### src/rtl/instr_fetch_unit.sv
// rtl/instr_fetch_unit.sv - MIPS instruction fetch stage with PC, req/ack fetch and next-PC selection
//
// Purpose:
//   Holds the PC, fetches one instruction word per instruction over a
//   variable-latency req/ack memory handshake, presents it to decode/execute
//   and, on accept, computes the next PC from the controller's flow decisions.
//   Halts permanently on syscall or when a misaligned target would be taken.
//
// Ports:
//   clk, rst                  clock, synchronous active-high reset
//   imem_req / imem_addr      fetch request (held until ack) and word address (= pc)
//   imem_ack / imem_rdata     memory response, data valid only with ack
//   instr / instr_valid       latched instruction and its valid flag for execute
//   instr_accept              execute retires instr; flow inputs sampled this cycle
//   branch, jump, jump_reg,
//   is_syscall, alu_zero      controller / datapath flow decisions
//   rs_data                   GPR[rs], the jr target
//   pc / pc_plus4             current instruction address and pc + 4
//   halted / fetch_error      stopped, and stopped because of a misaligned target
//   retired_count             accepted-instruction counter, wraps modulo 2^32

module instr_fetch_unit #(
    parameter logic [31:0] RESET_PC = 32'h0000_3000
) (
    input  logic        clk,
    input  logic        rst,
    output logic        imem_req,
    output logic [31:0] imem_addr,
    input  logic        imem_ack,
    input  logic [31:0] imem_rdata,
    output logic [31:0] instr,
    output logic        instr_valid,
    input  logic        instr_accept,
    input  logic        branch,
    input  logic        jump,
    input  logic        jump_reg,
    input  logic        is_syscall,
    input  logic        alu_zero,
    input  logic [31:0] rs_data,
    output logic [31:0] pc,
    output logic [31:0] pc_plus4,
    output logic        halted,
    output logic        fetch_error,
    output logic [31:0] retired_count
);

    typedef enum logic [1:0] {
        ST_IDLE  = 2'd0,
        ST_FETCH = 2'd1,
        ST_EXEC  = 2'd2,
        ST_HALT  = 2'd3
    } state_t;

    state_t      r_state;
    logic [31:0] r_pc;
    logic [31:0] r_instr;
    logic [31:0] r_retired;
    logic        r_req;
    logic        r_valid;
    logic        r_halted;
    logic        r_fetch_error;

    logic [31:0] w_pc_plus4;
    logic [31:0] w_br_offset;
    logic [31:0] w_jump_target;
    logic [31:0] w_target;
    logic        w_misaligned;

    // Sequential PC, wraps naturally at 2^32.
    assign w_pc_plus4    = r_pc + 32'd4;

    // Sign-extended word offset of beq, already shifted to a byte offset.
    assign w_br_offset   = {{14{r_instr[15]}}, r_instr[15:0], 2'b00};

    // j keeps the top nibble of the delay-slot address (pc + 4).
    assign w_jump_target = {w_pc_plus4[31:28], r_instr[25:0], 2'b00};

    // Next-PC priority: jr over j over taken branch over fall-through.
    // Syscall has top priority but does not need a target, so it is
    // handled directly in the FSM.
    always_comb begin
        w_target = w_pc_plus4;
        if (jump_reg) begin
            w_target = rs_data;
        end else if (jump) begin
            w_target = w_jump_target;
        end else if (branch && alu_zero) begin
            w_target = w_pc_plus4 + w_br_offset;
        end
    end

    assign w_misaligned = (w_target[1:0] != 2'b00);

    // Single FSM with registered handshake outputs: no combinational path
    // from imem_ack or instr_accept reaches any output.
    always_ff @(posedge clk) begin
        if (rst) begin
            r_state       <= ST_IDLE;
            r_pc          <= RESET_PC;
            r_instr       <= 32'd0;
            r_retired     <= 32'd0;
            r_req         <= 1'b0;
            r_valid       <= 1'b0;
            r_halted      <= 1'b0;
            r_fetch_error <= 1'b0;
        end else begin
            case (r_state)
                ST_IDLE: begin
                    r_state <= ST_FETCH;
                    r_req   <= 1'b1;
                end

                ST_FETCH: begin
                    if (imem_ack) begin
                        r_instr <= imem_rdata;
                        r_req   <= 1'b0;
                        r_valid <= 1'b1;
                        r_state <= ST_EXEC;
                    end
                end

                ST_EXEC: begin
                    if (instr_accept) begin
                        r_retired <= r_retired + 32'd1;
                        r_valid   <= 1'b0;
                        if (is_syscall) begin
                            r_halted <= 1'b1;
                            r_state  <= ST_HALT;
                        end else if (w_misaligned) begin
                            // pc is left on the offending instruction for debug.
                            r_fetch_error <= 1'b1;
                            r_halted      <= 1'b1;
                            r_state       <= ST_HALT;
                        end else begin
                            r_pc    <= w_target;
                            r_req   <= 1'b1;
                            r_state <= ST_FETCH;
                        end
                    end
                end

                ST_HALT: begin
                    // Absorbing: only reset leaves this state.
                    r_req   <= 1'b0;
                    r_valid <= 1'b0;
                end

                default: begin
                    r_state <= ST_IDLE;
                    r_req   <= 1'b0;
                    r_valid <= 1'b0;
                end
            endcase
        end
    end

    assign imem_req      = r_req;
    assign imem_addr     = r_pc;
    assign instr         = r_instr;
    assign instr_valid   = r_valid;
    assign pc            = r_pc;
    assign pc_plus4      = w_pc_plus4;
    assign halted        = r_halted;
    assign fetch_error   = r_fetch_error;
    assign retired_count = r_retired;

endmodule

### config.mk
export PLATFORM = sky130hd
export DESIGN_NAME = instr_fetch_unit
export DESIGN_NICKNAME = d
export VERILOG_FILES = /design/src/rtl/instr_fetch_unit.sv
export SDC_FILE = /design/constraint.sdc
export NUM_CORES = 1
export LEC_CHECK = 0
export ABC_AREA = 1
export BUFFER_PORTS_ARGS = -buffer_cell sky130_fd_sc_hd__buf_4
export CAP_MARGIN = 25
export CORE_ASPECT_RATIO = 1.1
export CORE_MARGIN = 1
export CORE_UTILIZATION = 54
export DETAILED_ROUTE_END_ITERATION = 12
export MAX_ROUTING_LAYER = met4
export PLACE_DENSITY = 0.82
export SLEW_MARGIN = 20
export SYNTH_ARGS = -nofsm -noshare
export SYNTH_HDL_FRONTEND = slang
export SYNTH_SLANG_ARGS = --single-unit
### constraint.sdc
create_clock -name clk -period 3.3 [get_ports clk]
set_input_delay 0.99 -clock clk [delete_from_list [all_inputs] [get_ports clk]]
set_output_delay 0.99 -clock clk [all_outputs]
set_load 0.05 [all_outputs]
==> results.yml <==
timing:
  slew-limit-headroom: 0.555
  max_freq_mhz: 310
  fin_ws_ns: 0.0726
  final-hold-violation-count: 0
  setup_viol: 0
  grt_setup_unrepaired: "yes"
  finalCritPeriodShare: 0.978
  clock-skew-final_ns: 0.0117
  fin_crit_ns: 3.23
  maxSlewViolCount: 0
  worstMarginPinSlew_ns: 0.666
setup_path:
  critPathRequiredTime_ns: 2.31
  cp-start-kind: "register"
  cp_data_arrival_time_ns: 2.24
  end_kind: "output port"
  crit_path_frequent_cell: "nand2_2"
  cpPeakStageDelay_ns: 0.41
  crit_fanout: 6
  cpMaxStageDelayCell: "dfxtp_4"
  rr_worst_depth: 18
  worstPathCellList: "nand2_2 -> nor2_4 -> nand2_4 -> nor2_8 -> nand2_2 -> inv_2 -> nand2_2 -> xor2_4 -> buf_4 -> buf_6"
  path_class: "reg -> out"
detailed_routing:
  drc: 0
  vias: 9763
  wl_um: 30100
  via_per_inst: 5.49
  wl_per_cell_um: 16.9
  first_iter_violations: 851
  ant_nets: 0
  firstDrtPassIters: 7
die:
  io_pins: 237
  row_count: 47
  dieArea_sq_um: 15900
  initial_core_util: 0.551
  fp.dieH_um: 132
  core_area_sq_um: 15100
  die_w_um: 120
place:
  placed_cell_area_sq_um: 10300
  finalWeightedCongestion: 1.03
  dp.cells: 1757
  place_ws_ns: -0.0697
  portBuffers: 236
  hpwlAfterDp_um: 23700
cells_and_area:
  layout-drive-gt1-share: 0.278
  nNetsFinal: 1692
  finalNonFillerCells: 1777
  syn_to_final_growth_pct: 31.9
  multi_input_area_sq_um: 5580
  fill_cells: 1338
  fin_area_sq_um: 10900
  seqCellArea_sq_um: 2070
  diodes: 0
clock_network:
  clkLatencyLatePin_ns: 0.36
  path_clk_slew_ns: 0.08
  postCtsHoldBufs: 0
  htreeDepth: 3
  cts_tree: "done"
  clockRootBuffer: "clkbuf_16"
  numCtsBuffers: 9
  cts_max_path_buffers: 2
  cts.sinks: 102
global_route:
  grt_pass1_wl_um: 46700
  met1_usage: 0.487
  grtUsageMet3: 0.0631
  grt_max_degree: 39
  grt_pass1_vias: 9051
  busiest_layer: "met2"
  grt_use_met2: 0.620
  grt_overflow: 0
  antenna_found_initial: 0
  grt.total_usage: 0.389
yosys:
  syn_inst: 1355
  async_flop_share: 0
  yosys.area_share.simple: 0.391
  netlist-cell-type-count: 52
  synth.yosys.warnings: 0
  synth_top_family_by_area: "simple AND/OR/NAND/NOR gates"
  synth_xor_area_frac: 0.0336
  synth_area_per_cell_sq_um: 6.12
  synth-main-ff-cell: "dfxtp_1"
  synth_compound_area_frac: 0.140
  syn_area_sq_um: 8300
  synth_fa_ha_area_frac: 0.0658
  synth.ff_latch_count: 102
  syn_nets: 1471
  synth_edf_count: 0
  synthMuxAreaShare: 0
  ys_seq_area_frac: 0.246
run:
  maxCapViolCount: 0
pwr:
  peakVddDrop_mv: 0.403
  pwr_density_cell_nw_per_um2: 425
  totalPowerFinal_mw: 4.65
  p_leak_nw: 5.33
min_path:
  hold_depth: 2
  timing.hold.worst.class: "reg -> reg"
run_status:
  outcome: "finished, final reports clean"
-- placed cells by master, fill, tap and decap left out, types with 5 or more instances in the layout --
cell type and instances:
o211ai_1 7, o21ai_0 72, nand4_1 14, or2_2 12
nand2_2 21, xor2_2 6, clkbuf_16 9, o221ai_1 5
nand2_1 341, a21oi_1 85, nand3_1 69, nor2_1 198
buf_4 276, nor2_4 12, inv_1 146, ha_1 33
nand3_2 6, inv_2 16, nor3_1 22, xor2_1 18
ha_4 7, dfxtp_1 92, nor2_2 15, dfxtp_4 6
nor3_2 9, o21ai_1 7, o21bai_1 6, a21oi_2 10
-- layer usage --
| layer | vias up | wire (um) |
|---|---|---|
| met1 | 4433 | 12200 |
| li1 | 4745 | - |
| met4 | 0 | 1200 |
| met5 | - | 0 |
| met2 | 500 | 14000 |
| met3 | 85 | 2670 |
-- worst max-delay path, delay by kind of cell, from the launching register on --
| family | cells | cell delay [ns] |
|---|---|---|
| xor+xnor | 1 | 0.30 |
| buf+inv | 3 | 0.41 |
| flops | 1 | 0.41 |
| simple gates | 6 | 0.75 |
-- power breakdown --
part           internal [mW]  switching, mW
Clock                  0.622          0.525
Sequential              1.37          0.173
Combinational          0.643           1.32
Total                   2.63           2.02
-- metrics by stage --
stage	setup TNS (ns)	util	hold WS, ns
final	0	0.727	0.446
after global routing	-0.0691	0.727	0.488
after CTS	0	0.705	0.451
after detailed placement	-0.103	0.683	0.439
after global placement	-0.172	0.683	0.432
after floorplan	-0.0104	-	0.561
-- area by class of cell --
class                      instances  share of cell area
multi-input combinational       1020               0.510
tap                              196              0.0224
timing repair buffer             279               0.194
inverter                         164              0.0562
clock buffer                      10              0.0218
clock inverter                     6             0.00686
sequential                       102               0.189
-- repair_timing --
item / 4_1_cts / 5_1_grt
setup buffers: 0 / 3
setup endpoints to repair: 3 / 17
gates resized for setup: 5 / 64
cloned: 0 / 0
pin swaps: 1 / 7
-- logic make-up after synthesis --
group           count (synthesis)
flops                         102
xor+xnor                       31
compound gates                209
simple gates                  737
fa+ha+maj                      43
buf+inv                       233
-- worst paths after layout --
check	endpoint	slack (ns)	start
max	pc_plus4[21]	0.07	imem_addr[8]
min	instr_valid	0.45	instr_valid
max reg2reg	imem_addr[17]	0.19	imem_addr[8]
min reg2reg	instr_valid	0.45	instr_valid
-- sequential cells by signal, indices dropped and copies added (netlist names) --
signal         flops
instr             32
retired_count     32
r_state            2
fetch_error        1
imem_req           1
halted             1
imem_addr         32
instr_valid        1
-- cell usage after synthesis (all sizes together) (2+ instances only) --
library cell / instances / area share
or2: 13 / 0.0098
o221ai: 5 / 0.0053
inv: 162 / 0.073
a21oi: 95 / 0.059
nor3: 35 / 0.027
o21bai: 6 / 0.0054
o21ai: 79 / 0.048
clkbuf: 23 / 0.011
xor2: 27 / 0.029
o2111ai: 2 / 0.0021
nand3: 75 / 0.047
o211ai: 7 / 0.0063
ha: 42 / 0.063
nor2: 226 / 0.11
nor3b: 3 / 0.0039
nand3b: 2 / 0.0018
buf: 46 / 0.039
xnor2: 4 / 0.0042
a21o: 4 / 0.0036
o22ai: 2 / 0.0015
a31oi: 4 / 0.0030
clkinv: 2 / 0.00091
dfxtp: 102 / 0.25
nand4: 14 / 0.011
nand2: 365 / 0.17
nor4: 4 / 0.0056
No activity file was read; power rests on OpenSTA's default activity.
